### src/rtl/load_seq.sv
// Load sequencer: reads 1/2/4 bytes one per cycle from a byte memory, assembles them
// little-endian and returns the sign/zero-extended word with a one-cycle done pulse.
module load_seq (
  input  logic        clk_i,
  input  logic        reset_i,
  input  logic        req_i,
  input  logic [31:0] addr_i,
  input  logic [1:0]  size_i,
  input  logic        uns_i,
  output logic        ready_o,
  output logic        done_o,
  output logic        err_o,
  output logic [31:0] rdata_o,
  output logic        mem_rd_o,
  output logic [31:0] mem_addr_o,
  input  logic [7:0]  mem_rdata_i
);

  typedef enum logic [1:0] {IDLE, READ, WAIT, DONE} state_t;

  state_t      state_q, state_d;
  logic [31:0] addr_q, addr_d;
  logic [1:0]  size_q, size_d;
  logic        uns_q, uns_d;
  logic [2:0]  k_q, k_d;
  logic        rd_q, rd_d;
  logic [31:0] asm_q, asm_d;
  logic [31:0] rdata_q, rdata_d;
  logic        err_q, err_d;
  logic [2:0]  last_k;
  logic [1:0]  lane;
  logic        bad_req;

  assign rdata_o = rdata_q;

  always_comb begin
    state_d    = state_q;
    addr_d     = addr_q;
    size_d     = size_q;
    uns_d      = uns_q;
    k_d        = k_q;
    rd_d       = 1'b0;
    asm_d      = asm_q;
    rdata_d    = rdata_q;
    err_d      = err_q;
    ready_o    = 1'b0;
    done_o     = 1'b0;
    err_o      = 1'b0;
    mem_rd_o   = 1'b0;
    mem_addr_o = 32'h0;

    case (size_q)
      2'b00:   last_k = 3'd0;
      2'b01:   last_k = 3'd1;
      default: last_k = 3'd3;
    endcase

    bad_req = (size_i == 2'b11) ||
              (size_i == 2'b01 && addr_i[0]) ||
              (size_i == 2'b10 && addr_i[1:0] != 2'b00);

    // Byte returned for the previous strobe lands in lane k-1 (k already advanced).
    lane = k_q[1:0] - 2'd1;
    if (rd_q) asm_d[{lane, 3'b000} +: 8] = mem_rdata_i;

    case (state_q)
      IDLE: begin
        ready_o = 1'b1;
        if (req_i) begin
          addr_d = addr_i;
          size_d = size_i;
          uns_d  = uns_i;
          k_d    = 3'd0;
          if (bad_req) begin
            state_d = DONE;
            err_d   = 1'b1;
            rdata_d = 32'h0;
          end else begin
            state_d = READ;
            err_d   = 1'b0;
          end
        end
      end
      READ: begin
        mem_rd_o   = 1'b1;
        mem_addr_o = addr_q + {29'h0, k_q};
        rd_d       = 1'b1;
        k_d        = k_q + 3'd1;
        if (k_q == last_k) state_d = WAIT;
      end
      WAIT: begin
        state_d = DONE;
        case (size_q)
          2'b00:   rdata_d = {{24{asm_d[7] & ~uns_q}}, asm_d[7:0]};
          2'b01:   rdata_d = {{16{asm_d[15] & ~uns_q}}, asm_d[15:0]};
          default: rdata_d = asm_d;
        endcase
      end
      DONE: begin
        done_o  = 1'b1;
        err_o   = err_q;
        state_d = IDLE;
      end
      default: state_d = IDLE;
    endcase
  end

  always_ff @(posedge clk_i) begin
    if (reset_i) begin
      state_q <= IDLE;
      addr_q  <= 32'h0;
      size_q  <= 2'b00;
      uns_q   <= 1'b0;
      k_q     <= 3'd0;
      rd_q    <= 1'b0;
      asm_q   <= 32'h0;
      rdata_q <= 32'h0;
      err_q   <= 1'b0;
    end else begin
      state_q <= state_d;
      addr_q  <= addr_d;
      size_q  <= size_d;
      uns_q   <= uns_d;
      k_q     <= k_d;
      rd_q    <= rd_d;
      asm_q   <= asm_d;
      rdata_q <= rdata_d;
      err_q   <= err_d;
    end
  end

endmodule

### config.mk
export PLATFORM = sky130hd
export DESIGN_NAME = load_seq
export DESIGN_NICKNAME = d
export VERILOG_FILES = /design/src/rtl/load_seq.sv
export SDC_FILE = /design/constraint.sdc
export NUM_CORES = 1
export LEC_CHECK = 0
export BUFFER_PORTS_ARGS = -buffer_cell sky130_fd_sc_hd__buf_2
export CORE_AREA = 2 2 96 98
export CTS_CLUSTER_DIAMETER = 200
export DETAILED_ROUTE_END_ITERATION = 7
export DIE_AREA = 0 0 98 100
export MAX_ROUTING_LAYER = met4
export PLACE_DENSITY = 0.94
export REMOVE_ABC_BUFFERS = 1
export SKIP_CTS_REPAIR_TIMING = 1
export SLEW_MARGIN = 25
export SYNTH_ARGS = -nofsm -noshare
export SYNTH_HDL_FRONTEND = slang
export SYNTH_SLANG_ARGS = --single-unit
### constraint.sdc
create_clock -name clk_i -period 3.7 [get_ports clk_i]
set_clock_uncertainty 0.15 [all_clocks]
set_input_delay 0 -clock clk_i [delete_from_list [all_inputs] [get_ports clk_i]]
set_output_delay 0 -clock clk_i [all_outputs]
set_load 0.05 [all_outputs]
==> results of run 1 <==
worst max path at each step:
| stage | cells past startpoint | to | from | slack [ns] |
|---|---|---|---|---|
| global route | 8 | mem_addr_o[28] | k_q[0] | 0.30 |
| detailed placement | 8 | rdata_o[29] | k_q[0] | 0.91 |
| CTS | 8 | mem_addr_o[28] | k_q[0] | 0.62 |
| global placement | 8 | rdata_o[30] | k_q[0] | 1.08 |
| finish | 8 | mem_addr_o[14] | k_q[0] | 0.51 |
| floorplan | 6 | rdata_o[0] | state_q[0] | 0.45 |
power breakdown:
part	switching, mW	total [mW]	internal [mW]
sequential	0.129	1.38	1.25
clock	0.460	0.736	0.276
combinational	0.778	1.12	0.344
total	1.37	3.24	1.87
stage by stage:
step / hold WS [ns] / util [%]
6_report: 0.0177 / 70.2
3_5_place_dp: 0.0960 / 62.7
5_1_grt: 0.0285 / 70.2
4_1_cts: -0.309 / 65.2
3_3_place_gp: 0.0901 / 62.7
2_1_floorplan: -0.0809 / -
layout by cell type (no fill, tap or decap), types with 14 or more instances in the layout:
| master | n |
|---|---|
| nand2_1 | 127 |
| buf_2 | 113 |
| dfxtp_1 | 106 |
| a21oi_1 | 54 |
| dlygate4sd3_1 | 45 |
| nor2b_1 | 30 |
| and2_1 | 29 |
| nor2_1 | 28 |
| o21ai_0 | 20 |
| a22oi_1 | 19 |
| xor2_1 | 14 |
layer usage:
metal	up-vias	global-route usage, %	part of all wire (%)
met5	-	-	0
met4	0	11.6	3.6
met3	54	4.32	7.5
met2	269	42.9	49
met1	2278	32.5	40
li1	2336	-	-
flip-flops by register name, summed over array words and instances, names as in the netlist:
register and flops:
addr_q 32, asm_q 32, err_q 1, k_q 3
rd_q 1, rdata_o 32, size_q 2, state_q 2
uns_q 1
kinds of logic (layout without fill, tap and decap cells):
logic type	Yosys count	in the layout	synth area share, %
DFF	106	106	42.5
and+or+nand+nor	274	274	27.3
buffers and inverters	42	186	3.93
muxes	5	5	1.00
AOI/OAI and AO/OA	135	135	17.6
xor gates and xnor gates	26	26	4.56
adders and majority gates	12	12	3.16
final cells by class:
type | instances | area, sq um | area share, %
clock buffers | 9 | 124 | 1.98
flip-flops and latches | 106 | 2120 | 34.0
inverters | 6 | 22.5 | 0.361
clock inverters | 7 | 93.8 | 1.50
multi-input cells | 452 | 2680 | 42.9
repair buffers | 164 | 1060 | 17.0
well taps | 111 | 139 | 2.22
worst reg2reg max path, cell delays in order (launching register included):
cell and delay (ns):
dfxtp_1 0.57, inv_1 0.18, ha_1 0.43, and4_1 0.46
a221oi_2 0.13, a2111oi_4 0.33, buf_4 0.24, nand3_1 0.17
o311ai_0 0.14
==> metrics, run 1 <==
synthesized area=roughly 5000 sq um; EDFF count, synth=0; Site Rows=35; Hold Path Cell Cnt=4; Clock Tree Root=clkbuf_8; Post-DP HPWL=8990 microns; starting density of the core=56.2%; CTS tree=built; Reg2Reg Depth=8; Setup-failing EPs final=0; Slew @ Worst Pin=0.762 ns; syn avg cell area=8.32 sq um; top-count cell post-synth=nand2_1; TritonRoute pass-1 iters=5; area leader, netlist=dfxtp_1; placed cell area=~5600 sq um; relative slew slack=~49%; clk buf depth=2; Yosys cell types=54; CP top delay family=simple AND/OR/NAND/NOR gates; crit path DAT=3.04 ns; drt wl/cell=16.0 microns; reg2reg end=rdata_o[29]; global route total overflow=0; number of antenna violations at the first check in global routing=0; Worst Hold End=k_q[1]; #FFs+latches synth=106; post-synth top area share=42.5%; Core Area=8890 sq um; worst path required time=between 3 and 4 ns; GRT Resource Usage Total=26.4%; PwrDens=518 nW/um^2; Crit Path Max Fanout=11; Port-buffer cells=113; first-pass GRT wire length=roughly 21000 microns; CTS Buf Count=9; Max-Cap Viols=0; vias per inst=5.77; number of global-route vias before repair=4405; DRC=0; Final Power=3.24 mW; worst reg2reg setup slack=0.80 ns; ys flop type=dfxtp_1; Placer Congestion=between 0.8 and 0.9; fin area=6240 sq um; largest net degree at the start of global routing=74; CP Capture Type=output pin; P&R area growth vs syn=25.1%; RSZ-0062 raised after global routing=false; min Tclk post-route=3.19 ns; Worst Slack Setup Final=0.512 ns; startpoint types=flip-flop; die area=~9800 sq um; Gate Count Post-Synth=600; CTS Sinks=106; slowest stage delay, CP=approximately 0.62 ns; CTS clk-pin slew, worst paths=0.11 ns; Antenna diodes=0; Crit Path Class=reg2out; die width=between 90 and 100 microns; Fmax=0.314 GHz; outcome=completed; Layout Nets=797; Final period util=86.2%; Max Slew Vio Count=0; crit path cell chain=ha_1, fa_1, a21oi_1, nor3_2, nand4_1, xnor2_1, and2_1, buf_2; total wire length=around 14000 microns; Fill cells=607; worst hold-check path type=in2reg; H-tree Lvls=3; share of post-route cells with drive strength above 1=19.6%; Synth async-reset ratio=0%; worst slack, placed=around 0.91 ns; Post-Place Cells=794; die height=100 microns; clock latency on the worst-skew pair=0.37 ns; synth cell count leaders=nand2_1 (127), dfxtp_1 (106), a21oi_1 (54), nor2b_1 (30); Min-Delay Startpoint=req_i; ranking of synthesized cells by area=dfxtp_1 (43%), nand2_1 (9.5%), a21oi_1 (5.4%); TNS Setup=0 ns; Post-Layout Cell Count=855; Reg-to-Reg Start=k_q[0]; CP max-delay cell=nor3_2; sequential area share after synthesis=42.5%; DR vias=roughly 4900; WP buf/inv=1; num ports=114; Ys Warns=0; drt first-iter violations=353; Worst VDD drop=approximately 0.37 mV; Final Hold Fails=0; P_leak=2.71 nW; remaining antenna violation count=0
Power figures use the tool's default switching activity.
==> run 2: changes to the inputs <==
==> constraint.sdc (replaced) <==
create_clock -name clk_i -period 3.7 [get_ports clk_i]
set_clock_uncertainty 0.15 [all_clocks]
set_input_delay 0 -clock clk_i [delete_from_list [all_inputs] [get_ports clk_i]]
set_output_delay 0 -clock clk_i [all_outputs]
set_load 0.02 [all_outputs]
==> run 2 against run 1 <==
  * Sequential cell count unchanged
  * Global-route usage is 0.61 points lower
  * Hold slack improved by 0.050 ns
  * Critical path depth decreased by 1
  * Via count decreased by 1.1%
  * Critical endpoint is now rdata_o[28]
  * Largest cell class unchanged
==> metrics, run 2 (same netlist as run 1, synthesis figures left out) <==
CTS Sinks=106; Final Hold Fails=0; DR vias=4885; Antenna diodes=0; Setup-failing EPs final=0; number of global-route vias before repair=between 4000 and 5000; met3 usage=5.43%; Max Slew Vio Count=0; starting density of the core=a little under three fifths; clock latency on the worst-skew pair=0.36 ns; Final period util=between 80% and 90%; Port-buffer cells=about 110; relative slew slack=46.0%; Layout Nets=796; first-pass GRT wire length=about 20000 microns; Worst VDD drop=between 0.3 and 0.4 mV; share of post-route cells with drive strength above 1=between 10% and 20%; CP Capture Type=flip-flop; most frequent cells in the layout=nand2_1 (127), buf_2 (113), dfxtp_1 (106); worst hold-check path type=in2reg; Max-Cap Viols=0; Fill cells=between 600 and 700; TNS Setup=0 ns; total wire length=13800 microns; Crit Path Max Fanout=13; Site Rows=35; die area=9800 sq um; Fmax=0.308 GHz; largest net degree at the start of global routing=76; Core Area=8890 sq um; TritonRoute pass-1 iters=5; num ports=between 100 and 150; die width=98 microns; footprint of the multi-input gates=2680 sq um; outcome=completed; P&R area growth vs syn=24.2%; grt met2 use=42.7%; drt wl/cell=16.2 microns; FF/Latch Area=2120 sq um; Post-DP HPWL=8970 microns; crit path DAT=roughly 3.4 ns; Clock Tree Root=clkbuf_8; P_leak=around 2.7 nW; H-tree Lvls=3; met1 Resource Use GR=31.5%; PwrDens=491 nW/um^2; drt first-iter violations=419; CTS tree=built; worst reg2reg setup slack=approximately 0.45 ns; RSZ-0062 raised after global routing=false; vias per inst=~5.7; Crit Path Class=reg2reg; min Tclk post-route=3.25 ns; startpoint types=flip-flop; fin area=6200 sq um; most common cell after layout, fill and taps aside=nand2_1; placed cell area=roughly 5600 sq um; global route total overflow=0; Slew @ Worst Pin=0.811 ns; clk buf depth=2; die height=about 100 microns; remaining antenna violation count=0; CTS Buf Count=9; GRT Resource Usage Total=25.7%; Placer Congestion=between 0.8 and 0.9; CTS clk-pin slew, worst paths=0.11 ns; number of antenna violations at the first check in global routing=0; worst path required time=3.81 ns; grt peak-use layer=met2; DRC=0
-- run 2: cell type report --
type | count | share of cell area (%)
flip-flops and latches | 106 | 34.2
inverters | 6 | 0.363
well taps | 111 | 2.24
clock inverters | 6 | 0.888
clock buffers | 10 | 2.06
repair buffers | 163 | 17.0
multi-input cells | 452 | 43.2
-- run 2: worst max-delay path: stages, from the launching register on --
cell	delay (ns)
dfxtp_1	0.56
inv_1	0.19
ha_1	0.45
and4_1	0.45
a221oi_2	0.13
a2111oi_4	0.78
nand3_1	0.27
o311ai_0	0.17
-- run 2: path summary, 6_finish.rpt --
kind / start / to / cells after the start
setup reg to reg: k_q[0] / rdata_o[28] / 7
hold reg to reg: rdata_o[27] / rdata_o[27] / 2
setup / recovery: k_q[0] / rdata_o[28] / 7
hold / removal: req_i / rdata_o[31] / 4
-- run 2: power breakdown --
part / internal (mW) / switching, mW / total, mW
Clock: 0.261 / 0.422 / 0.683
Sequential: 1.25 / 0.131 / 1.38
Combinational: 0.341 / 0.639 / 0.980
-- run 2: through the flow --
step                util (%)  cells  hold WS, ns  total power, mW  setup WS (ns)
floorplan                  -    564      -0.0809             2.00          0.615
global placement        62.6    793       0.0905             2.26          0.826
detailed placement      62.6    793       0.0987             2.32          0.553
CTS                     64.7    809       -0.306             2.98          0.546
global route            69.8    854       0.0738             3.20          0.320
finish                  69.8    854       0.0674             3.04          0.452
-- run 2: metal layers --
metal  part of all wire (%)  vias up
met2                     50      249
met5                      0        -
met3                    7.3       50
li1                       -     2320
met4                    3.1        0
met1                     40     2266
